==> config.mk <==
export PLATFORM = sky130hd
export DESIGN_NAME = lattice_bram_arbiter_flat
export DESIGN_NICKNAME = d
export VERILOG_FILES = /design/src/rtl/lattice_bram_arbiter_pkg.sv /design/src/rtl/lattice_bram_arbiter_if.sv /design/src/rtl/lattice_bram_arbiter_read_tag_pipe.sv /design/src/rtl/lattice_bram_arbiter.sv /design/src/flat_wrapper.sv
export SDC_FILE = /design/constraint.sdc
export NUM_CORES = 1
export LEC_CHECK = 0
export ABC_AREA = 1
export CAP_MARGIN = 25
export CORE_AREA = 2 2 161 163
export DETAILED_ROUTE_END_ITERATION = 8
export DIE_AREA = 0 0 163 165
export PLACE_DENSITY = 0.77
export SYNTH_ARGS = -nofsm -noshare
export SYNTH_HDL_FRONTEND = slang
export SYNTH_HIERARCHICAL = 1
export SYNTH_SLANG_ARGS = --single-unit
export TNS_END_PERCENT = 5
==> constraint.sdc <==
create_clock -name clk_in -period 2.27 [get_ports clk_in]
set_input_delay 0.3405 -clock clk_in [delete_from_list [all_inputs] [get_ports clk_in]]
set_output_delay 0.3405 -clock clk_in [all_outputs]
set_load 0.02 [all_outputs]
==> src/rtl/lattice_bram_arbiter_pkg.sv <==
// Shared types and configuration for the lattice BRAM arbiter slice:
// lattice word layout, direction indices and read-owner tags.
package lbm_pkg;

  localparam int BRAM_DEPTH   = 31570;
  localparam int ADDR_W       = $clog2(BRAM_DEPTH);
  localparam int READ_LATENCY = 2;
  localparam int MAX_WAIT     = 4;

  // One byte per lattice direction, indexed by the constants below.
  typedef logic [8:0][7:0] lattice_word_t;

  localparam int CENTER = 0;
  localparam int N      = 1;
  localparam int NE     = 2;
  localparam int E      = 3;
  localparam int SE     = 4;
  localparam int S      = 5;
  localparam int SW     = 6;
  localparam int W      = 7;
  localparam int NW     = 8;

  typedef enum logic [1:0] {
    OWN_NONE,
    OWN_SIM,
    OWN_DISP
  } owner_t;

endpackage

==> src/rtl/lattice_bram_arbiter_if.sv <==
// Client-side bus of the lattice BRAM arbiter: the read/write sim port
// and the read-only display port.
interface lattice_bram_arbiter_if;
  import lbm_pkg::*;

  logic                sim_req_in;
  logic                sim_we_in;
  logic [ADDR_W-1:0]   sim_addr_in;
  lattice_word_t       sim_data_in;
  logic                sim_gnt_out;
  logic                sim_rvalid_out;
  lattice_word_t       sim_rdata_out;

  logic                disp_req_in;
  logic [ADDR_W-1:0]   disp_addr_in;
  logic                disp_gnt_out;
  logic                disp_rvalid_out;
  lattice_word_t       disp_rdata_out;

  modport master (
    output sim_req_in, sim_we_in, sim_addr_in, sim_data_in,
    input  sim_gnt_out, sim_rvalid_out, sim_rdata_out,
    output disp_req_in, disp_addr_in,
    input  disp_gnt_out, disp_rvalid_out, disp_rdata_out
  );

  modport slave (
    input  sim_req_in, sim_we_in, sim_addr_in, sim_data_in,
    output sim_gnt_out, sim_rvalid_out, sim_rdata_out,
    input  disp_req_in, disp_addr_in,
    output disp_gnt_out, disp_rvalid_out, disp_rdata_out
  );

endinterface

==> src/rtl/lattice_bram_arbiter_read_tag_pipe.sv <==
// Shift register carrying the owner and out-of-range flag of each accepted
// read alongside the BRAM latency, so returned data can be routed.
module read_tag_pipe
  import lbm_pkg::*;
#(
  parameter int DEPTH = READ_LATENCY + 1
) (
  input  logic   clk_in,
  input  logic   rst_n_in,
  input  owner_t owner_in,
  input  logic   oor_in,
  output owner_t owner_out,
  output logic   oor_out
);

  owner_t owner_q [DEPTH];
  logic   oor_q   [DEPTH];

  // NOTE: this array is a pipeline, not storage; it must clear so reads in
  // flight at reset never emerge as rvalid afterwards.
  always_ff @(posedge clk_in or negedge rst_n_in) begin
    if (!rst_n_in) begin
      for (int i = 0; i < DEPTH; i++) begin
        owner_q[i] <= OWN_NONE;
        oor_q[i]   <= 1'b0;
      end
    end else begin
      owner_q[0] <= owner_in;
      oor_q[0]   <= oor_in;
      for (int i = 1; i < DEPTH; i++) begin
        owner_q[i] <= owner_q[i-1];
        oor_q[i]   <= oor_q[i-1];
      end
    end
  end

  assign owner_out = owner_q[DEPTH-1];
  assign oor_out   = oor_q[DEPTH-1];

endmodule

==> src/rtl/lattice_bram_arbiter.sv <==
// Arbitrates the single-port lattice BRAM between the sim engine (read/write)
// and the display reader (read-only); display-first with a sim starvation bound.
module lattice_bram_arbiter
  import lbm_pkg::*;
(
  input  logic                 clk_in,
  input  logic                 rst_n_in,
  lattice_bram_arbiter_if.slave bus,
  output logic                 bram_en_out,
  output logic                 bram_we_out,
  output logic [ADDR_W-1:0]    bram_addr_out,
  output lattice_word_t        bram_din_out,
  input  lattice_word_t        bram_dout_in
);

  localparam int WAIT_W = $clog2(MAX_WAIT + 1);

  logic [WAIT_W-1:0] wait_cnt;
  logic              sim_gnt, disp_gnt, wait_full;
  logic              acc_valid, acc_we, acc_oor;
  logic [ADDR_W-1:0] acc_addr;
  owner_t            push_owner, pop_owner;
  logic              pop_oor;

  // NOTE: every output of this block gets a default first, so no path can
  // leave a signal unassigned and infer a latch.
  always_comb begin
    wait_full  = (wait_cnt == WAIT_W'(MAX_WAIT));
    sim_gnt    = 1'b0;
    disp_gnt   = 1'b0;
    push_owner = OWN_NONE;
    if (rst_n_in) begin
      sim_gnt  = bus.sim_req_in && (!bus.disp_req_in || wait_full);
      disp_gnt = bus.disp_req_in && !sim_gnt;
    end
    acc_valid = sim_gnt || disp_gnt;
    acc_addr  = sim_gnt ? bus.sim_addr_in : bus.disp_addr_in;
    acc_we    = sim_gnt && bus.sim_we_in;
    acc_oor   = (acc_addr >= ADDR_W'(BRAM_DEPTH));
    if (acc_valid && !acc_we) push_owner = sim_gnt ? OWN_SIM : OWN_DISP;
  end

  assign bus.sim_gnt_out  = sim_gnt;
  assign bus.disp_gnt_out = disp_gnt;

  // NOTE: state registers use non-blocking assignments so every flop samples
  // the pre-edge values regardless of statement order.
  always_ff @(posedge clk_in or negedge rst_n_in) begin
    if (!rst_n_in) begin
      wait_cnt <= '0;
    end else if (sim_gnt) begin
      wait_cnt <= '0;
    end else if (bus.sim_req_in && !wait_full) begin
      wait_cnt <= wait_cnt + WAIT_W'(1);
    end
  end

  // Out-of-range accesses never reach the BRAM; a read still returns zero.
  always_ff @(posedge clk_in or negedge rst_n_in) begin
    if (!rst_n_in) begin
      bram_en_out   <= 1'b0;
      bram_we_out   <= 1'b0;
      bram_addr_out <= '0;
      bram_din_out  <= '0;
    end else begin
      bram_en_out <= acc_valid && !acc_oor;
      bram_we_out <= acc_we && !acc_oor;
      if (acc_valid) bram_addr_out <= acc_addr;
      if (sim_gnt)   bram_din_out  <= bus.sim_data_in;
    end
  end

  read_tag_pipe #(.DEPTH(READ_LATENCY + 1)) u_tag_pipe (
    .clk_in    (clk_in),
    .rst_n_in  (rst_n_in),
    .owner_in  (push_owner),
    .oor_in    (acc_oor),
    .owner_out (pop_owner),
    .oor_out   (pop_oor)
  );

  always_ff @(posedge clk_in or negedge rst_n_in) begin
    if (!rst_n_in) begin
      bus.sim_rvalid_out  <= 1'b0;
      bus.sim_rdata_out   <= '0;
      bus.disp_rvalid_out <= 1'b0;
      bus.disp_rdata_out  <= '0;
    end else begin
      bus.sim_rvalid_out  <= (pop_owner == OWN_SIM);
      bus.disp_rvalid_out <= (pop_owner == OWN_DISP);
      if (pop_owner == OWN_SIM)  bus.sim_rdata_out  <= pop_oor ? '0 : bram_dout_in;
      if (pop_owner == OWN_DISP) bus.disp_rdata_out <= pop_oor ? '0 : bram_dout_in;
    end
  end

endmodule

==> src/flat_wrapper.sv <==
// flat-port wrapper written by rule: the top's interface ports become plain ports
module lattice_bram_arbiter_flat import lbm_pkg::*;
  (clk_in, rst_n_in, bram_en_out, bram_we_out, bram_addr_out, bram_din_out, bram_dout_in, bus_sim_req_in, bus_sim_we_in, bus_sim_addr_in, bus_sim_data_in, bus_sim_gnt_out, bus_sim_rvalid_out, bus_sim_rdata_out, bus_disp_req_in, bus_disp_addr_in, bus_disp_gnt_out, bus_disp_rvalid_out, bus_disp_rdata_out);
  lattice_bram_arbiter_if bus_i ();
  input  logic clk_in;
  input  logic rst_n_in;
  output logic bram_en_out;
  output logic bram_we_out;
  output logic [ADDR_W-1:0] bram_addr_out;
  output lattice_word_t bram_din_out;
  input  lattice_word_t bram_dout_in;
  input wire logic [$bits(bus_i.sim_req_in)-1:0] bus_sim_req_in;
  input wire logic [$bits(bus_i.sim_we_in)-1:0] bus_sim_we_in;
  input wire logic [$bits(bus_i.sim_addr_in)-1:0] bus_sim_addr_in;
  input wire logic [$bits(bus_i.sim_data_in)-1:0] bus_sim_data_in;
  output wire logic [$bits(bus_i.sim_gnt_out)-1:0] bus_sim_gnt_out;
  output wire logic [$bits(bus_i.sim_rvalid_out)-1:0] bus_sim_rvalid_out;
  output wire logic [$bits(bus_i.sim_rdata_out)-1:0] bus_sim_rdata_out;
  input wire logic [$bits(bus_i.disp_req_in)-1:0] bus_disp_req_in;
  input wire logic [$bits(bus_i.disp_addr_in)-1:0] bus_disp_addr_in;
  output wire logic [$bits(bus_i.disp_gnt_out)-1:0] bus_disp_gnt_out;
  output wire logic [$bits(bus_i.disp_rvalid_out)-1:0] bus_disp_rvalid_out;
  output wire logic [$bits(bus_i.disp_rdata_out)-1:0] bus_disp_rdata_out;
  assign bus_i.sim_req_in = bus_sim_req_in;
  assign bus_i.sim_we_in = bus_sim_we_in;
  assign bus_i.sim_addr_in = bus_sim_addr_in;
  assign bus_i.sim_data_in = bus_sim_data_in;
  assign bus_sim_gnt_out = bus_i.sim_gnt_out;
  assign bus_sim_rvalid_out = bus_i.sim_rvalid_out;
  assign bus_sim_rdata_out = bus_i.sim_rdata_out;
  assign bus_i.disp_req_in = bus_disp_req_in;
  assign bus_i.disp_addr_in = bus_disp_addr_in;
  assign bus_disp_gnt_out = bus_i.disp_gnt_out;
  assign bus_disp_rvalid_out = bus_i.disp_rvalid_out;
  assign bus_disp_rdata_out = bus_i.disp_rdata_out;
  lattice_bram_arbiter u_core (.clk_in(clk_in), .rst_n_in(rst_n_in), .bus(bus_i), .bram_en_out(bram_en_out), .bram_we_out(bram_we_out), .bram_addr_out(bram_addr_out), .bram_din_out(bram_din_out), .bram_dout_in(bram_dout_in));
endmodule
* Yosys cells after proc, flatten, opt, wreduce, memory -nomap -nowiden
Cells that the tools add are included.
Word-level totals: flip-flop bits (word level) 247, latch bits 0, RAM bits 0, memory bits (read-only) 0, bits of input ports 179, output and inout bits 237, logic and storage cells 67, memories kept 0
Operators by class: $add $sub $neg 1, multiply operators 0, div/mod/pow operators 0, magnitude comparators 1, eq/ne operators 3, shifts and indexed selects 0, mux-type cells 8, bitwise operators 0, reductions and logical operators 15
Operators by type and width (number):
- two-way mux 72 bit | 1
- greater-or-equal comparator 15 bit, second input constant | 1
- two-way mux 15 bit | 1
- logical AND 1 bit | 7
- two-way mux 3 bit | 2
- zero test 1 bit | 5
- two-way mux 2 bit | 2
- adder 3 x 1 -> 3 bit, second input constant | 1
- equality test 3 bit, second input constant | 1
- equality test 2 x 1 -> 1 bit, second input constant | 1
- equality test 2 bit, second input constant | 1
- logical OR 1 bit | 2
- two-way mux 1 bit | 2
- nonzero test 2 bit | 1

* Logic depth before layout (Yosys ltp)
Gate-level depths: netlist (run 1).
depth in word-level cells 9, mapped depth 15, gate-level depth less buffers 14

* Cells and area by module
Netlist (run 1), hierarchy kept.
Modules (own cells, without submodules):
- lattice_bram_arbiter | instances 1, cells each 939, area an instance 9862.0 um^2, sequential area each 5955.7 um^2
- read_tag_pipe | instances 1, cells each 11, area an instance 240.2 um^2, sequential area each 225.2 um^2

* Worst setup path after synthesis (run 1)
Ideal clock, no wire load.
path kind reg-to-reg, from register u_core.wait_cnt[0], to register u_core.bram_addr_out[7], library setup time 125 ps, data arrival time 1562 ps, data required time 2145 ps, slack 584 ps, cell stages (with the launch flop) 9, buffers on the path 1, clock period less this slack 1686 ps, cell sequence dfrtp_1 -> inv_1 -> ha_1 -> nand2_2 -> nand2_4 -> a21oi_2 -> nor2_1 -> buf_2 -> mux2_2
On the way: word-level cells in the longest chain between the ends 7, elaborated cells between the ends (all ways) 9, those cells by class eq/ne: 1; mux: 3; reduce/logical: 5
Ends and longest elaborated chain:
- start: declaration | line lattice_bram_arbiter.sv:18 | logic [WAIT_W-1:0] wait_cnt;
- start signal: assignment | line lattice_bram_arbiter.sv:54 | wait_cnt <= wait_cnt + WAIT_W'(1);
- equality test 3 bit | line lattice_bram_arbiter.sv:28 | wait_full = (wait_cnt == WAIT_W'(MAX_WAIT));
- logical OR 1 bit | line lattice_bram_arbiter.sv:33 | sim_gnt = bus.sim_req_in && (!bus.disp_req_in || wait_full);
- logical AND 1 bit | line lattice_bram_arbiter.sv:33
- zero test 1 bit | line lattice_bram_arbiter.sv:34 | disp_gnt = bus.disp_req_in && !sim_gnt;
- logical AND 1 bit | line lattice_bram_arbiter.sv:34
- two-way mux 1 bit | line lattice_bram_arbiter.sv:32 | if (rst_n_in) begin
- named net bus_disp_gnt_out | line flat_wrapper.sv:21 | output wire logic [$bits(bus_i.disp_gnt_out)-1:0] bus_disp_gnt_out;
- logical OR 1 bit | line lattice_bram_arbiter.sv:36 | acc_valid = sim_gnt || disp_gnt;
- end signal: assignment | line lattice_bram_arbiter.sv:68 | if (acc_valid) bram_addr_out <= acc_addr;
- end: declaration | line lattice_bram_arbiter.sv:11 | output logic [ADDR_W-1:0] bram_addr_out,
The timed path passes the listed nets, and every way through them passes these cells. A chain may end at the register's enable or synchronous reset.

* Worst setup path after layout (run 1)
from register u_core.wait_cnt[0], to output port bus_disp_gnt_out
On the way: word-level cells in the longest chain between the ends 6
Ends and longest elaborated chain (line):
- equality test 3 bit | lattice_bram_arbiter.sv:28
- logical OR 1 bit | lattice_bram_arbiter.sv:33
- logical AND 1 bit | lattice_bram_arbiter.sv:33
- zero test 1 bit | lattice_bram_arbiter.sv:34
- logical AND 1 bit | lattice_bram_arbiter.sv:34
- two-way mux 1 bit | lattice_bram_arbiter.sv:32
- end: declaration | flat_wrapper.sv:21
No other way between the ends.

==> metrics.txt, run 1 <==
CP peak stage delay 0.37 ns; Final Cycle Share 93.6%; Adder-Cell Fraction of Synth Area 0.248%; setup_tns 0 ns; Worst setup EP type output pin; slew margin rel. a little over two fifths; ranking of synthesized cells by area dfrtp_1, mux2_2, nand2_1, inv_1, nor2_1; detail-routed via count per cell 4.64; GR Overflow Total 0; die height about 170 um; Int Power roughly 0.012 W; share of cells above drive strength 1 16.0%; Synth Cell Area 10100 sq um; synthesized area per cell 10.6 sq um; Post-DRT Antenna Nets 0; drt total wl 29300 um; CP Launch Point u_core/wait_cnt[0]$_DFFE_PN0P_; post-place setup slack 0.0675 ns; Reg-to-Reg Start u_core/wait_cnt[0]$_DFFE_PN0P_; YS warnings 6; clk_lat worst skew 0.52 ns; DRC Markers 0; worst clock skew 0.00960 ns; DRT iter0 DRCs 500; Synth top area share 61.2%; slack of the critical path 0.146 ns; DR WL/cell about 17 um; delay-heaviest family, CP flip-flops; max-slew violation count 0; maximum vdd drop 677 uV; core area 25000 sq um; WP data arrival 1.78 ns; sequential power share 36.2%; complex-gate fraction of the synthesized area 1.13%; clk root buf clkbuf_16; Rows 58; Placer Congestion 0.809; Switch Pwr 0.00584 W; logic gate share of total power 37.5%; FF+latch count, synth 247; first-pass GRT wire length 44200 um; Mapped Cells 950; cell leakage power 7.35 nW; endpoints failing hold 0; die width approximately 160 um; mux contribution to synthesized area between 10% and 20%; clk sink count 247; CP Cell Sequence inv_1 -> ha_1 -> nand2_2 -> nand2_4 -> a21oi_2 -> buf_2; Clk pwr share 26.3%; Clock Path Buffers 3; CP max FO 9; largest net degree at the start of global routing 140; crit path time final around 2.1 ns; Initial Util 40.3%; CTS buffer count 26; Cell Area, Placed 14600 sq um; Total Routing Usage GR a little over a fifth; status completed; P&R area growth vs syn 54.3%; synthesized net count 1131; CTS tree built; Max-cap violations 0; Setup CP Type reg2out; largest family of logic cells by synthesized area multiplexers; HP Class in2async; switching share of power 32.7%; I/O Buffers 415; die area 26900 sq um; CP startpoint kind flip-flop; vias in the first global route 8172; slowest stage cell, crit path dfrtp_1; Cell variety after synth 25; RSZ-0062 raised after global routing false; XOR/XNOR Fraction of Synth Area 0%; Slew @ Worst Pin 0.855 ns; IO Pins 416; PwrDens 1150 nW/um^2; Clock transition at path regs 0.06 ns; Worst EP required ~1.9 ns; achievable frequency 0.471 GHz; DR vias 7943; Tot Pwr between 0.015 and 0.02 W; Final HPWL DP 21200 um; setup violators final 0; fin area about 16000 sq um; post-CTS setup buffers 0; antenna violations before repair 1; nets about 1.5k; DRT Pass-1 Iters 4; sequential area share after synthesis 61.2%; cell taking the most area after synthesis dfrtp_1; Bufs and invs on worst path 2; Simple-Gate Fraction of Synth Area 14.9%; H-tree levels 1
## power by group through the flow
stage	sequential, W	clock (W)	combinational (W)
floorplan	0.00807	0	0.00151
global placement	0.00646	0	0.00668
detailed placement	0.00652	0	0.00676
CTS	0.00648	0.00482	0.00678
global route	0.00663	0.00501	0.00709
finish	0.00647	0.00470	0.00669
## flip-flops by register name, indices dropped and copies added, names as in the netlist
| name | cells |
|---|---|
| u_core/bus.disp_rdata_out | 72 |
| u_core/bus.sim_rdata_out | 72 |
| u_core/bus.disp_rvalid_out | 1 |
| u_core/bram_addr_out | 15 |
| u_core/bus.sim_rvalid_out | 1 |
| u_core/u_tag_pipe/owner_q | 4 |
| u_core/u_tag_pipe/oor_q | 2 |
| u_core/bram_din_out | 72 |
| u_core/bram_we_out | 1 |
| u_core/bram_en_out | 1 |
| u_core/wait_cnt | 3 |
| u_core/u_tag_pipe/oor_out | 1 |
| u_core/u_tag_pipe/owner_out | 2 |
## final timing paths
path / endpoint / slack [ns] / cells after the start
setup / recovery: bus_disp_gnt_out / 0.15 / 6
hold / removal: u_core/bram_addr_out[7]$_DFFE_PN0P_ / 0.26 / 2
setup reg to reg: u_core/bram_din_out[50]$_DFFE_PN0N_ / 0.33 / 9
hold reg to reg: u_core/u_tag_pipe/oor_out$_DFF_PN0_ / 0.35 / 0
max in group asynchronous: u_core/bus.sim_rdata_out[0]$_DFFE_PN0P_ / 0.51 / 4
min in group clk_in: u_core/bram_din_out[29]$_DFFE_PN0N_ / 0.35 / 3
## cells in the final DEF (no fill, tap or decap)
cell and count:
clkdlybuf4s50_1 412, nand2_1 270, dfrtp_1 246, mux2_2 145, inv_1 103, nor2_1 86, clkbuf_16 27, o21ai_0 15
nand4_1 13, buf_4 12, bufinv_16 6, buf_12 5, clkinvlp_4 4, clkinv_4 4, nand3_1 3, clkbuf_1 2
clkinv_2 2, nor2_4 2, nand2_2 2, a21oi_1 2, nor3_1 2, ha_1 2, diode_2 1, inv_6 1
clkbuf_8 1, dlygate4sd3_1 1, buf_8 1, buf_2 1, clkbuf_2 1, nand2_4 1, nand3_4 1, inv_2 1
a21oi_2 1, o21ai_1 1, o21ai_2 1, nor2_2 1, a31oi_1 1, mux2i_1 1, dfrtp_2 1
## per-layer routing
metal | wire (um) | track usage (%) | part of all wire (%)
met2 | 14800 | 37.6 | 50
met3 | 2760 | 6.96 | 9.4
met4 | 642 | 6.11 | 2.2
met1 | 11100 | 24.3 | 38
met5 | 0 | 0 | 0
## Yosys cell counts (all sizes together)
master	number
a21oi	3
buf	34
o21ai	17
mux2	145
clkbuf	15
nand3	4
a31oi	1
ha	2
nand2	273
nor3	2
nor2	89
inv	104
dfrtp	247
mux2i	1
nand4	13
## cells by family (layout without fill, tap and decap cells)
logic type	count (synthesis)	in the layout
DFF	247	247
muxes	146	146
buffers and inverters	153	584
AOI/OAI and AO/OA	21	21
adders and majority gates	2	2
other	0	1
and+or+nand+nor	381	381
## area by class of cell
cell class / count / area [sq um]
Clock buffer: 30 / 697
Timing Repair Buffer: 433 / 4350
Inverter: 104 / 390
Sequential cell: 247 / 6180
Tap cell: 330 / 413
Fill cell: 2008 / 9440
Multi-Input combinational cell: 550 / 3290
Clock inverter: 17 / 264
Antenna cell: 1 / 2.50
## timing repair
action,4_1_cts,5_1_grt
setup endpoints to repair,2,1
endpoints found under the hold margin,15,0
resized for setup,6,1
hold buffers,1,0
gates cloned,0,0
## through the flow
stage               instances  hold slack [ns]  util (%)
finish                   1712            0.265      62.3
global route             1712            0.260      62.3
CTS                      1711            0.229      62.3
detailed placement       1663            0.206      58.4
global placement         1663            0.207      58.4
floorplan                 950           0.0449         -
(Power assumes the default switching activity.)
==> run 2: changes to the inputs <==
- HOLD_SLACK_MARGIN: default -> 0.02
- SYNTH_HIERARCHICAL: 1 -> default
- clock period: 2.27 -> 2.3 ns (I/O delays scaled with it)
==> metrics.txt, run 2 <==
status completed (unchanged); FF+latch count, synth 247 (unchanged); Synth Cell Area 10100 sq um (about the same); setup_tns 0 ns (unchanged); commonest non-fill, non-tap cells in the layout clkdlybuf4s50_1, nand2_1, dfrtp_1, mux2_2, inv_1 (unchanged); DRC Markers 0 (unchanged); share of cells above drive strength 1 16.0% (about the same); Clock transition at path regs 0.06 ns (about the same); CTS buffer count 28 (was 26); IO Pins 416 (unchanged); WP data arrival 1.84 ns (was 1.78 ns); RSZ-0062 raised after global routing false (unchanged); Clock Path Buffers 3 (unchanged); Int Power 0.0119 W (was 0.0120 W); slew margin rel. 50.8% (was 43.0%); cell taking the most area after synthesis dfrtp_1 (unchanged); Rows 58 (unchanged); crit path time final about 2.2 ns; Initial Util 40.3% (about the same); HP Class in2async (unchanged); Layout Cells excl Fill 1717 (was 1712); first-pass GRT wire length 44100 um (was 44200 um); sequential area share after synthesis 61.3% (was 61.2%); Total Routing Usage GR 20.9% (was 21.1%); clk sink count 247 (unchanged); CP max FO 10 (was 9); Clk pwr share 26.2% (was 26.3%); DR vias 7984 (was 7943); CTS tree built (unchanged); die width 163 um (unchanged); antenna violations before repair 1 (unchanged); top flop regs u_core.bram_din_out: 72 flops, u_core.bus.disp_rdata_out: 72 flops, u_core.bus.sim_rdata_out: 72 flops (was u_core/bram_din_out: 72 flops, u_core/bus.disp_rdata_out: 72 flops, u_core/bus.sim_rdata_out: 72 flops); nets 1544 (was 1543); synthesized net count 1129 (was 1131); maximum vdd drop 716 uV (was 677 uV); H-tree levels 1 (unchanged); Post-DRT Antenna Nets 0 (unchanged); sequential power share 36.2% (about the same); DRT Pass-1 Iters 4 (unchanged); switching share of power 32.5% (was 32.7%); CP startpoint kind flip-flop (unchanged); max-slew violation count 0 (unchanged); commonest non-fill, non-tap cell in the layout clkdlybuf4s50_1 (unchanged); logic gate share of total power 37.6% (was 37.5%); Post-synth EDFFs 0 (unchanged); core area 25000 sq um (unchanged); Switch Pwr 0.00571 W (was 0.00584 W); synthesized area per cell 10.6 sq um (about the same); clk_lat worst skew 0.53 ns (was 0.52 ns); async set or reset register ratio after synthesis 100% (unchanged); P&R area growth vs syn 54.7% (was 54.3%); Worst Hold Slack 0.203 ns (was 0.265 ns); largest net degree at the start of global routing 126 (was 140); worst clock skew 0.00708 ns (was 0.00960 ns); DR WL/cell 16.9 um (was 17.1 um); achievable frequency around 0.46 GHz; I/O Buffers 415 (unchanged); Worst setup EP type output pin (unchanged); ys flop type dfrtp_1 (unchanged); vias in the first global route 8238 (was 8172); ranking of synthesized cells by area dfrtp_1, mux2_2, nand2_1, inv_1, nor2_1 (unchanged); Mapped Cells 948 (was 950); Worst EP required 1.96 ns (was 1.93 ns); R2R setup slack 0.29 ns (was 0.33 ns); PwrDens 1130 nW/um^2 (was 1150 nW/um^2); endpoints failing hold 0 (unchanged); drt total wl 29000 um (was 29300 um); die height 165 um (unchanged); most instantiated library cell after synthesis nand2_1 (unchanged); Cell variety after synth 25 (unchanged); Placer Congestion 0.839 (was 0.809); DP Cell Count 1662 (was 1663); detail-routed via count per cell 4.65 (was 4.64); setup violators final 0 (unchanged); Max-cap violations 0 (unchanged); Final HPWL DP 20500 um (was 21200 um); Slew @ Worst Pin 0.738 ns (was 0.855 ns); GR Overflow Total 0 (unchanged); clk root buf clkbuf_16 (unchanged); DRT iter0 DRCs 385 (was 500); cell leakage power 7.36 nW (was 7.35 nW); Commonest cells post-synth nand2_1, dfrtp_1, mux2_2 (unchanged); Final Cycle Share between 90% and 100%; YS warnings 0 (was 6); Setup CP Type reg2out (unchanged); die area 26900 sq um (unchanged); Synth top area share 61.3% (was 61.2%)
run 2: cell types whose count changed after synthesis, sizes merged:
cell  delta
buf      -2
run 2: path summary, 6_finish.rpt:
path	from	endpoint	cells past startpoint
worst min-delay path	rst_n_in	u_core.bram_addr_out[0]$_DFFE_PN0P_	2
worst max-delay path	u_core.wait_cnt[0]$_DFFE_PN0P_	bus_sim_gnt_out	7
min in group clk_in	u_core.u_tag_pipe.oor_q[2]$_DFF_PN0_	u_core.u_tag_pipe.oor_q[1]$_DFF_PN0_	0
worst max register to register	u_core.wait_cnt[0]$_DFFE_PN0P_	u_core.bram_we_out$_DFF_PN0_	13
max in group asynchronous	rst_n_in	u_core.bus.sim_rdata_out[42]$_DFFE_PN0P_	4
worst min register to register	u_core.u_tag_pipe.oor_q[2]$_DFF_PN0_	u_core.u_tag_pipe.oor_q[1]$_DFF_PN0_	0
run 2: what timing repair did:
item	CTS	global route
hold endpoints to repair	123	0
pin swaps	0	0
setup endpoints to repair	2	2
hold buffers	1	0
resized for setup	4	3
buffers inserted	0	0
run 2: through the flow:
stage | util (%) | total power, W | worst slack (ns) | area, sq um
floorplan | - | 0.00946 | 0.614 | 10100
global placement | 58.4 | 0.0129 | 0.0926 | 14600
detailed placement | 58.4 | 0.0131 | 0.0657 | 14600
CTS | 62.3 | 0.0178 | 0.0416 | 15600
global route | 62.3 | 0.0185 | 0.00827 | 15600
finish | 62.3 | 0.0176 | 0.116 | 15600
run 2: final cells by class:
type                            instances  area, sq um
Antenna cell                            2         5.00
Clock buffer                           43          848
Clock inverter                          9          123
Fill cell                            1997         9430
Inverter                              104          393
Multi-Input combinational cell        550         3300
Sequential cell                       247         6180
Tap cell                              330          413
Timing Repair Buffer                  432         4350
run 2: cells by family after synthesis:
logic type | share of synthesized area [%]
flip-flops | 61.3
AND/OR/NAND/NOR | 14.9
AO/OA/AOI/OAI | 1.13
multiplexers | 16.3
adder cells (fa/ha/maj) | 0.248
buffers and inverters | 6.16
run 2: critical path, stage by stage (launching register included):
cell,delay [ns]
dfrtp_1,0.40
inv_1,0.08
ha_1,0.16
nand2_2,0.08
nand2_4,0.09
nand3_4,0.09
inv_4,0.13
clkdlybuf4s15_2,0.27
run 2: power groups by stage:
stage / Combinational [W] / Clock, W / Sequential (W)
final: 0.00660 / 0.00461 / 0.00637
after global routing: 0.00700 / 0.00491 / 0.00653
after CTS: 0.00669 / 0.00472 / 0.00637
after detailed placement: 0.00666 / 0 / 0.00641
after global placement: 0.00657 / 0 / 0.00636
after floorplan: 0.00149 / 0 / 0.00797
run 2: metal layers:
metal  vias to the layer above  share of wire, %  GRT usage [%]
met2                       322                49           36.1
met4                         0               2.8           7.20
met3                        50               9.7           7.36
met5                         -                 0              0
li1                       3779                 -              -
met1                      3833                38           24.2
==> run 3: changes to the inputs <==
- SYNTH_HIERARCHICAL: default -> 1
==> metrics.txt, run 3 (same netlist as run 1, synthesis figures left out) <==
core area 25000 sq um (unchanged); antenna violations before repair 2 (was 1); met3 Track Usage GR 6.73% (was 7.36%); maximum vdd drop 646 uV (was 716 uV); CTS buffer count 27 (was 28); slew margin rel. 47.7% (was 50.8%); switching share of power 32.6% (was 32.5%); achievable frequency 0.448 GHz (was 0.458 GHz); CTS tree built (unchanged); max-slew violation count 0 (unchanged); GR Overflow Total 0 (unchanged); Total Routing Usage GR 20.6% (was 20.9%); Post-DRT Antenna Nets 0 (unchanged); detail-routed via count per cell 4.65 (about the same); DRT iter0 DRCs 508 (was 385); die height 165 um (unchanged); logic gate share of total power 37.7% (was 37.6%); worst clock skew 0.00672 ns (was 0.00708 ns); Worst setup EP type output pin (unchanged); setup violators final 0 (unchanged); sequential power share 36.3% (was 36.2%); HP Class in2async (unchanged); R2R setup slack 0.35 ns (was 0.29 ns); crit path time final 2.23 ns (was 2.18 ns); Max-cap violations 0 (unchanged); Rows 58 (unchanged); share of cells above drive strength 1 16.0% (about the same); top flop regs u_core/bram_din_out: 72 flops, u_core/bus.disp_rdata_out: 72 flops, u_core/bus.sim_rdata_out: 72 flops (was u_core.bram_din_out: 72 flops, u_core.bus.disp_rdata_out: 72 flops, u_core.bus.sim_rdata_out: 72 flops); post-place setup slack 0.102 ns (was 0.0657 ns); CP max FO 9 (was 10); status completed (unchanged); RSZ-0062 raised after global routing true (was false); CP Cell Sequence inv_1 -> ha_1 -> nand2_2 -> nand2_4 -> a21oi_2 -> clkdlybuf4s15_2 (was inv_1 -> ha_1 -> nand2_2 -> nand2_4 -> nand3_4 -> inv_4 -> clkdlybuf4s15_2); die area 26900 sq um (unchanged); clk sink count 247 (unchanged); DR vias 7971 (was 7984); slack of the critical path 0.0672 ns (was 0.116 ns); slowest stage cell, crit path dfrtp_1 (unchanged); Final HPWL DP 20700 um (was 20500 um); Int Power 0.0118 W (was 0.0119 W); DR WL/cell 16.7 um (was 16.9 um); WP data arrival 1.89 ns (was 1.84 ns); commonest non-fill, non-tap cells in the layout clkdlybuf4s50_1, nand2_1, dfrtp_1, mux2_2, inv_1 (unchanged); endpoints failing hold 0 (unchanged); drt total wl 28700 um (was 29000 um); die width 163 um (unchanged); first-pass GRT wire length 43200 um (was 44100 um); grt met1 use 23.0% (was 24.2%); H-tree levels 1 (unchanged); Placer Congestion 0.803 (was 0.839); CP startpoint kind flip-flop (unchanged); Reg2Reg Depth 9 (was 13); largest net degree at the start of global routing 140 (was 126); Setup CP Type reg2out (unchanged); clk root buf clkbuf_16 (unchanged); vias in the first global route 8061 (was 8238); nets 1544 (unchanged); Slew @ Worst Pin 0.784 ns (was 0.738 ns); met2 Use GR 37.1% (was 36.1%); IO Pins 416 (unchanged); GRT busiest layer met2 (unchanged); PwrDens 1120 nW/um^2 (was 1130 nW/um^2); CP peak stage delay 0.37 ns (was 0.40 ns); Initial Util 40.3% (about the same); Switch Pwr 0.00572 W (was 0.00571 W); Worst EP required 1.96 ns (about the same); cell leakage power 7.36 nW (about the same); Clk pwr share 26.0% (was 26.2%); DRC Markers 0 (unchanged); commonest non-fill, non-tap cell in the layout clkdlybuf4s50_1 (unchanged); Clock transition at path regs 0.06 ns (about the same); clk_lat worst skew 0.53 ns (about the same); Final Cycle Share 97.1% (was 94.9%); I/O Buffers 415 (unchanged); P&R area growth vs syn 54.5% (was 54.7%); Clock Path Buffers 3 (unchanged); setup_tns 0 ns (unchanged); DRT Pass-1 Iters 4 (unchanged)
[run 3: routing by layer]
| metal | vias to the layer above | part of all wire, % | wire, um |
|---|---|---|---|
| met2 | 310 | 51 | 14600 |
| met4 | 0 | 2.6 | 740 |
| met3 | 43 | 9.4 | 2690 |
| met5 | - | 0 | 0 |
| li1 | 3794 | - | - |
| met1 | 3824 | 37 | 10700 |
[run 3: cell type report]
| cell class | count | area (sq um) |
|---|---|---|
| repair buffers | 433 | 4370 |
| clock buffers | 37 | 773 |
| multi-input cells | 550 | 3290 |
| flip-flops and latches | 247 | 6180 |
| diodes | 2 | 5.00 |
| fillers | 2020 | 9430 |
| well taps | 330 | 413 |
| inverters | 104 | 390 |
| clock inverters | 13 | 178 |
[run 3: power groups by stage]
stage | registers [W] | clock network (W) | logic (W)
after floorplan | 0.00797 | 0 | 0.00149
after global placement | 0.00638 | 0 | 0.00659
after detailed placement | 0.00642 | 0 | 0.00666
after CTS | 0.00638 | 0.00468 | 0.00668
after global routing | 0.00655 | 0.00485 | 0.00700
final | 0.00637 | 0.00456 | 0.00661
[run 3: what timing repair did]
| item | in CTS | in global routing |
|---|---|---|
| gates resized for setup | 5 | 1 |
| setup buffers | 0 | 0 |
| hold buffers | 1 | 0 |
| hold endpoints to repair | 15 | 0 |
| setup endpoints to repair | 2 | 2 |
[run 3: stage by stage]
stage / cells / power (W) / hold slack (ns) / util [%] / instance area [sq um]
final: 1716 / 0.0175 / 0.269 / 62.3 / 15600
after floorplan: 950 / 0.00946 / 0.0494 / - / 10100
after CTS: 1714 / 0.0177 / 0.219 / 62.3 / 15600
after detailed placement: 1663 / 0.0131 / 0.212 / 58.5 / 14600
after global routing: 1716 / 0.0184 / 0.264 / 62.3 / 15600
after global placement: 1663 / 0.0130 / 0.210 / 58.5 / 14600
[run 3: worst max-delay path: cells and delay by family, from the launching register on]
kind / cells / cell delay [ns]
adders and majority gates: 1 / 0.21
AOI/OAI and AO/OA: 1 / 0.18
DFF: 1 / 0.37
buffers and inverters: 2 / 0.38
and+or+nand+nor: 2 / 0.22
[run 3: worst paths after layout]
kind / end / from
worst max-delay path: bus_disp_gnt_out / u_core/wait_cnt[0]$_DFFE_PN0P_
worst min-delay path: u_core/bram_addr_out[7]$_DFFE_PN0P_ / rst_n_in
worst max register to register: u_core/bram_din_out[59]$_DFFE_PN0N_ / u_core/wait_cnt[0]$_DFFE_PN0P_
worst min register to register: u_core/u_tag_pipe/owner_q[3]$_DFF_PN0_ / u_core/u_tag_pipe/owner_q[5]$_DFF_PN0_
max in group asynchronous: u_core/bus.disp_rdata_out[9]$_DFFE_PN0P_ / rst_n_in
min in group clk_in: u_core/bram_din_out[39]$_DFFE_PN0N_ / bus_sim_data_in[39]
